## src/rtl/uart_pkg.sv

```systemverilog
// rtl/uart_pkg.sv - shared UART definitions: FSM state encoding and baud timing helpers
package uart_pkg;

    typedef enum logic [1:0] {
        IDLE  = 2'd0,
        START = 2'd1,
        DATA  = 2'd2,
        STOP  = 2'd3
    } uart_state_e;

    // Clocks per bit; the receiver needs at least 4 so the half-bit offset is meaningful.
    function automatic int cpb(input int clk_freq, input int baudrate);
        return clk_freq / baudrate;
    endfunction

    function automatic int half_cpb(input int clk_freq, input int baudrate);
        return cpb(clk_freq, baudrate) / 2;
    endfunction

endpackage

```

## src/rtl/uart_rx_sync.sv

```systemverilog
// rtl/uart_rx_sync.sv - 2-flop synchronizer with falling-edge detect for the serial line
//
// Ports:
//   clk     in   clock
//   rst_n   in   asynchronous active-low reset (all flops preset to 1 = idle line)
//   line_i  in   raw serial input, asynchronous to clk
//   sync_o  out  synchronized line value
//   fall_o  out  high for one cycle when the synchronized line goes 1 -> 0
module uart_rx_sync (
    input  logic clk,
    input  logic rst_n,
    input  logic line_i,
    output logic sync_o,
    output logic fall_o
);

    logic meta_q;
    logic sync_q;
    logic prev_q;

    // Preset to 1 so leaving reset never looks like a start edge.
    always_ff @(posedge clk or negedge rst_n) begin
        if (!rst_n) begin
            meta_q <= 1'b1;
            sync_q <= 1'b1;
            prev_q <= 1'b1;
        end else begin
            meta_q <= line_i;
            sync_q <= meta_q;
            prev_q <= sync_q;
        end
    end

    assign sync_o = sync_q;
    assign fall_o = prev_q & ~sync_q;

endmodule

```

## src/rtl/uart_receiver.sv

```systemverilog
// rtl/uart_receiver.sv - UART receiver: 1 start, DATA_WIDTH data bits LSB first, 1 stop
//
// Optional feature macro: UART_RX_FRAME_ERR_EN (adds the frame_err strobe port).
//
// Ports:
//   clk           in   clock, all logic on posedge
//   rst_n         in   asynchronous active-low reset
//   line          in   serial input, idle high, asynchronous to clk
//   receive_data  out  last correctly framed word, held until the next good frame
//   ready         out  1-cycle strobe marking a new word on receive_data
//   frame_err     out  1-cycle strobe when the stop bit samples low (macro builds only)
import uart_pkg::*;

module uart_receiver #(
    parameter int CLK_FREQ   = 38400,
    parameter int BAUDRATE   = 9600,
    parameter int DATA_WIDTH = 8
) (
    input  logic                  clk,
    input  logic                  rst_n,
    input  logic                  line,
    output logic [DATA_WIDTH-1:0] receive_data,
    output logic                  ready
`ifdef UART_RX_FRAME_ERR_EN
    ,
    output logic                  frame_err
`endif
);

    localparam int CPB   = cpb(CLK_FREQ, BAUDRATE);
    localparam int HALF  = half_cpb(CLK_FREQ, BAUDRATE);
    localparam int CNT_W = $clog2(CPB);
    localparam int IDX_W = $clog2(DATA_WIDTH + 1);

    localparam logic [CNT_W-1:0] CNT_FULL = CNT_W'(CPB - 1);
    localparam logic [CNT_W-1:0] CNT_HALF = CNT_W'(HALF - 1);
    localparam logic [CNT_W-1:0] CNT_ONE  = CNT_W'(1);
    localparam logic [IDX_W-1:0] IDX_LAST = IDX_W'(DATA_WIDTH - 1);
    localparam logic [IDX_W-1:0] IDX_ONE  = IDX_W'(1);

    logic line_sync;
    logic line_fall;

    uart_rx_sync u_sync (
        .clk    (clk),
        .rst_n  (rst_n),
        .line_i (line),
        .sync_o (line_sync),
        .fall_o (line_fall)
    );

    uart_state_e           state_q, state_d;
    logic [CNT_W-1:0]      cnt_q,   cnt_d;
    logic [IDX_W-1:0]      idx_q,   idx_d;
    logic [DATA_WIDTH-1:0] shift_q, shift_d;
    logic [DATA_WIDTH-1:0] data_q,  data_d;
    logic                  ready_q, ready_d;
`ifdef UART_RX_FRAME_ERR_EN
    logic                  ferr_q,  ferr_d;
`endif

    always_ff @(posedge clk or negedge rst_n) begin
        if (!rst_n) begin
            state_q <= IDLE;
            cnt_q   <= '0;
            idx_q   <= '0;
            shift_q <= '0;
            data_q  <= '0;
            ready_q <= 1'b0;
`ifdef UART_RX_FRAME_ERR_EN
            ferr_q  <= 1'b0;
`endif
        end else begin
            state_q <= state_d;
            cnt_q   <= cnt_d;
            idx_q   <= idx_d;
            shift_q <= shift_d;
            data_q  <= data_d;
            ready_q <= ready_d;
`ifdef UART_RX_FRAME_ERR_EN
            ferr_q  <= ferr_d;
`endif
        end
    end

    always_comb begin
        state_d = state_q;
        cnt_d   = cnt_q;
        idx_d   = idx_q;
        shift_d = shift_q;
        data_d  = data_q;
        ready_d = 1'b0;
`ifdef UART_RX_FRAME_ERR_EN
        ferr_d  = 1'b0;
`endif
        case (state_q)
            IDLE: begin
                // Only an edge arms the receiver, so a held-low break line stays quiet.
                if (line_fall) begin
                    state_d = START;
                    cnt_d   = CNT_HALF;
                end
            end
            START: begin
                if (cnt_q == '0) begin
                    if (!line_sync) begin
                        state_d = DATA;
                        cnt_d   = CNT_FULL;
                        idx_d   = '0;
                    end else begin
                        state_d = IDLE;
                    end
                end else begin
                    cnt_d = cnt_q - CNT_ONE;
                end
            end
            DATA: begin
                if (cnt_q == '0) begin
                    // Shifting in from the top leaves the first (LSB) bit at bit 0.
                    shift_d = {line_sync, shift_q[DATA_WIDTH-1:1]};
                    cnt_d   = CNT_FULL;
                    if (idx_q == IDX_LAST) begin
                        state_d = STOP;
                    end else begin
                        idx_d = idx_q + IDX_ONE;
                    end
                end else begin
                    cnt_d = cnt_q - CNT_ONE;
                end
            end
            STOP: begin
                if (cnt_q == '0) begin
                    // Leaving at mid stop bit gives half a bit of slack for a zero-gap next start.
                    state_d = IDLE;
                    if (line_sync) begin
                        data_d  = shift_q;
                        ready_d = 1'b1;
                    end else begin
`ifdef UART_RX_FRAME_ERR_EN
                        ferr_d = 1'b1;
`endif
                    end
                end else begin
                    cnt_d = cnt_q - CNT_ONE;
                end
            end
            default: state_d = IDLE;
        endcase
    end

    assign receive_data = data_q;
    assign ready        = ready_q;
`ifdef UART_RX_FRAME_ERR_EN
    assign frame_err    = ferr_q;
`endif

endmodule

```

## config.mk

```make
export PLATFORM = sky130hd
export DESIGN_NAME = uart_receiver
export DESIGN_NICKNAME = d
export VERILOG_FILES = /design/src/rtl/uart_pkg.sv /design/src/rtl/uart_rx_sync.sv /design/src/rtl/uart_receiver.sv
export SDC_FILE = /design/constraint.sdc
export NUM_CORES = 1
export LEC_CHECK = 0
export BUFFER_PORTS_ARGS = -buffer_cell sky130_fd_sc_hd__buf_4
export CAP_MARGIN = 20
export CORE_ASPECT_RATIO = 2
export CORE_MARGIN = 2
export CORE_UTILIZATION = 35
export DETAILED_ROUTE_END_ITERATION = 10
export PLACE_DENSITY = 0.52
export SYNTH_ARGS = -nofsm -noshare
export SYNTH_HDL_FRONTEND = slang
export SYNTH_SLANG_ARGS = --single-unit
```

## constraint.sdc

```tcl
create_clock -name clk -period 4.9 [get_ports clk]
set_input_delay 0.245 -clock clk [delete_from_list [all_inputs] [get_ports clk]]
set_output_delay 0.245 -clock clk [all_outputs]
set_load 0.02 [all_outputs]
```

Word level (Yosys, flattened, before mapping)
Index checks and enable logic that the tools add are counted.
Widths: inputs -> output; s select.

cells by class
  add/subtract/negate cells = 2
  mux-type cells = 20
  bitwise gates (word level) = 2
  equal/unequal tests = 13
  reductions and logical operators = 8

operators by type and width
  operator             number
  $mux 2               10
  $mux 4               4
  $ne 2x2->1 const B   8
  $pmux 2 s4           2
  $reduce_and 5->1     2
  $pmux 4 s2           1
  $reduce_and 3->1     2
  $add 4x1->4 const B  1
  $eq 2x2->1 const B   2
  $eq 4x3->1 const B   1
  $logic_not 2->1      2
  $mux 1               3
  $ne 3x3->1 const B   1
  $eq 2x1->1 const B   1
  $reduce_and 2->1     1
  $reduce_bool 2->1    1
  $sub 2x1->2 const B  1
  $and 1x1->1          1
  $not 1->1            1

storage, ports and cells
  output and inout bits = 9
  register bits after elaboration = 28

Logic depth before layout (Yosys ltp)
  depth after elaboration = 4
  mapped depth = 6
  gate-level depth less buffers = 6

By module
A second synthesis with hierarchy kept.

unflattened totals
  cell total of the unflattened synthesis = 102
  area total of the unflattened synthesis = 1,348.8 µm²

modules (own cells, without submodules)
  module         cells each  times used  area each (µm²)
  uart_receiver  98          1           1,256.2
  uart_rx_sync   4           1           92.6

Worst setup path after synthesis
Ideal clock, no wire load.

  path type = reg-to-reg
  from = register state_q[0]
  to = register shift_q[0]
  data arrival time = 1.442 ns
  cell stages (with the launch flop) = 6
  library setup time = 0.125 ns
  path slack = 3.333 ns
  buffers on the path = 1
  cells stage by stage = dfrtp_1 > inv_1 > ha_1 > buf_2 > nand2_1 > mux2_2

on the way
  longest elaborated chain between the ends = 2

ends and longest elaborated chain
  item                        RTL line             RTL
  start, declared             uart_receiver.sv:52  uart_state_e state_q, state_d;
  start signal, assigned      uart_receiver.sv:74  state_q <= state_d;
  $eq 2x2->1                  uart_receiver.sv:96  case (state_q)
  $reduce_and 2->1 (no line)  -
  end signal, assigned        uart_receiver.sv:77  shift_q <= shift_d;
  end, declared               uart_receiver.sv:55  logic [DATA_WIDTH-1:0] shift_q, shift_d;

No other way between the ends.
A chain may end at the register's enable or synchronous reset.

Worst setup path after layout
  from = register state_q[0]
  to = register idx_q[1]

on the way
  longest elaborated chain between the ends = 3

ends and longest elaborated chain
  item                                                              RTL line             RTL
  $eq 2x1->1 / $eq 2x2->1 (equally long branches)                   uart_receiver.sv:96
  $ne 2x2->1 (no line) / $reduce_bool 2->1 (equally long branches)  -
  $reduce_and 5->1 (no line)                                        -
  end signal, assigned                                              uart_receiver.sv:76  idx_q <= idx_d;
  end, declared                                                     uart_receiver.sv:54  logic [IDX_W-1:0] idx_q, idx_d;

Several ways; a longest one is shown, not always the timed one.

==> metrics.txt <==
RSZ-0062 raised after global routing false; NetSw 0.256 mW; Post-Synthesis Cell Area 1320 um2; DRC viols 0; metal2 WL 1230 um; maxcap violations 0; Syn Nets 121; Syn Inst Count 109; Sw Share 33.3%; required time of the critical path 5.12 ns; Post-Place Cells 168; Rows 31; Lkg Pwr 0.771 nW; Final Instance Area 1540 um2; fraction of layout cells with a size suffix above 1 29.8%; sequential share of power 40.7%; DIE AREA 4320 um2; post-route antenna net violation count 0; GRT overflow 0; Period Utilization, post-route 36.4%; Comb power frac 35.6%; most common cell after layout, fill and taps aside dfrtp_1; syn avg cell area 12.1 um2; Hold Path Class input pin to flop; Yosys cell types 29; Post-CTS Setup Repair Bufs 0; Setup Skew 0.00553 ns; initial core utilization 36.7%; Max Freq 560 MHz; first-pass GRT wire length 4040 um; Seq/Total Area, Yosys 53.3%; Power, Total 0.768 mW; Peak supply drop 0.000365 V; DR top layer met4; met1 wire length 958 um; worst hold path cell count 1; port buffer count 11; clock net sink count 28; final net count 137; vias in the first global route 843; Worst slew margin 73.9%; final hold vios 0; initial DRC count 22; detailed-route via count 866; Clock Latency Late Sink 0.28 ns; CP arrival 2.00 ns; status complete, no violations; PD cells 498 nW/um2; drt first pass iters 4; Slew @ Worst Pin 0.392 ns; clock share of power 23.8%; CP startpoint kind flop; CP Max Fanout 13; Antenna Diode Count 0; final wirelength 2310 um; CORE AREA 3610 um2; synth-to-layout area growth 16.7%; most frequent cells in the layout 25 x dfrtp_1, 16 x mux2_2, 11 x nand3_1, 11 x buf_4, 9 x ha_1; Reg clk slew, reported paths 0.10 ns; CTS root buf clkbuf_8; die height 90.9 um; #FFs+latches synth 28; CTS buffer count 3; min Tclk post-route 1.79 ns; met3 WL post-DR 51 um; synth warn 0; Placer Congestion 0.803; setup violators final 0; Placed Area 1460 um2; setup TNS 0 ns; largest net degree at the start of global routing 29; Ports 12; Crit. End Element flop; Worst Setup Path Type flop to flop; dpl hpwl 1690 um; Internal Power 0.512 mW; CTS tree built; DIE WIDTH 47.5 um; hold slack 0.0687 ns; Vias per Instance 5.01; post-DR wirelength/cell 13.3 um; initial antenna violation count 0; Clock Path Buffers 2; Total GRT Usage 12.8%; FF-to-FF path depth 6; final std cells w/o fill 173; Pins Over Slew Limit 0; fill cell total of the finished layout 356; H-tree level count 1
[metal layers]
metal  global-route usage, %  vias to the layer above
met5                       0                        -
met2                    20.3                       15
met1                    16.1                      424
li1                        -                      421
met4                    5.79                        0
met3                    2.39                        6
[logic make-up (layout without fill, tap and decap cells)]
family / Yosys count / in the layout / share of synthesized area, %
simple gates: 33 / 33 / 13.0
fa+ha+maj: 9 / 9 / 8.51
mux: 17 / 17 / 14.4
flops: 28 / 28 / 53.3
buf+inv: 8 / 23 / 2.37
compound gates: 14 / 14 / 8.51
[Yosys cell counts, drive strengths merged]
library cell,instances,share of area [%]
inv,7,2.0
a31oi,2,0.95
nand3,12,4.9
dfrtp,25,47
nor2,6,1.7
nand3b,1,0.57
a22oi,1,0.57
a222oi,1,0.76
nand4,3,1.4
dfstp,3,6.0
mux2,16,14
o21ai,2,1.6
nand2b,1,0.47
ha,9,8.5
buf,1,0.38
o22a,1,0.66
mux2i,1,0.76
a311oi,1,0.66
or2,1,0.47
o21a,1,0.57
o32ai,1,0.66
nor3,1,0.38
a21oi,1,0.38
nand4b,1,0.66
nand2,5,1.4
a21o,3,1.7
nor2b,2,0.95
[sequential cells by signal, indices dropped and copies added (netlist names), named ones only]
name,cells
shift_q,8
state_q,1
idx_q,4
u_sync.meta_q,1
cnt_q,2
u_sync.sync_o,1
receive_data,8
u_sync.prev_q,1
ready,1
[worst paths after layout]
check | startpoint | endpoint | slack [ns]
worst max-delay path | state_q[0] | idx_q[1] | 3.11
worst min-delay path | line | u_sync.meta_q | 0.07
worst max register to register | state_q[0] | idx_q[1] | 3.11
worst min register to register | u_sync.meta_q | u_sync.sync_o | 0.36
max in group asynchronous | rst_n | u_sync.prev_q | 4.18
min in group asynchronous | rst_n | idx_q[3] | 0.42
[critical path, stage by stage, from the launching register on]
cell	delay, ns
dfrtp_1	0.45
inv_1	0.13
ha_1	0.41
nor2b_1	0.31
o21a_1	0.22
nand4_1	0.11
nand3_1	0.11
[power groups by stage]
stage / registers, mW / logic (mW) / clock network, mW
after floorplan: 0.317 / 0.208 / 0
after global placement: 0.316 / 0.272 / 0
after detailed placement: 0.317 / 0.276 / 0
after CTS: 0.313 / 0.278 / 0.188
after global routing: 0.319 / 0.309 / 0.194
final: 0.312 / 0.273 / 0.182
[through the flow]
step	util (%)	setup slack, ns
floorplan	-	3.33
global placement	40.5	3.17
detailed placement	40.5	3.10
CTS	42.8	3.08
global route	42.8	2.88
finish	42.8	3.11
[area by class of cell]
class,instances,area (um2),area share (%)
flip-flops and latches,28,704,45.7
multi-input cells,73,587,38.0
repair buffers,12,92.6,6.00
well taps,49,61.3,3.97
clock buffers,3,41.3,2.68
clock inverters,1,30.0,1.95
inverters,7,26.3,1.70
[timing repair]
item / 4_1_cts / 5_1_grt
hold endpoints to repair: 25 / 0
gates resized for setup: 0 / 0
hold buffers: 1 / 0
Note: power is estimated with default switching activity, not from simulation.
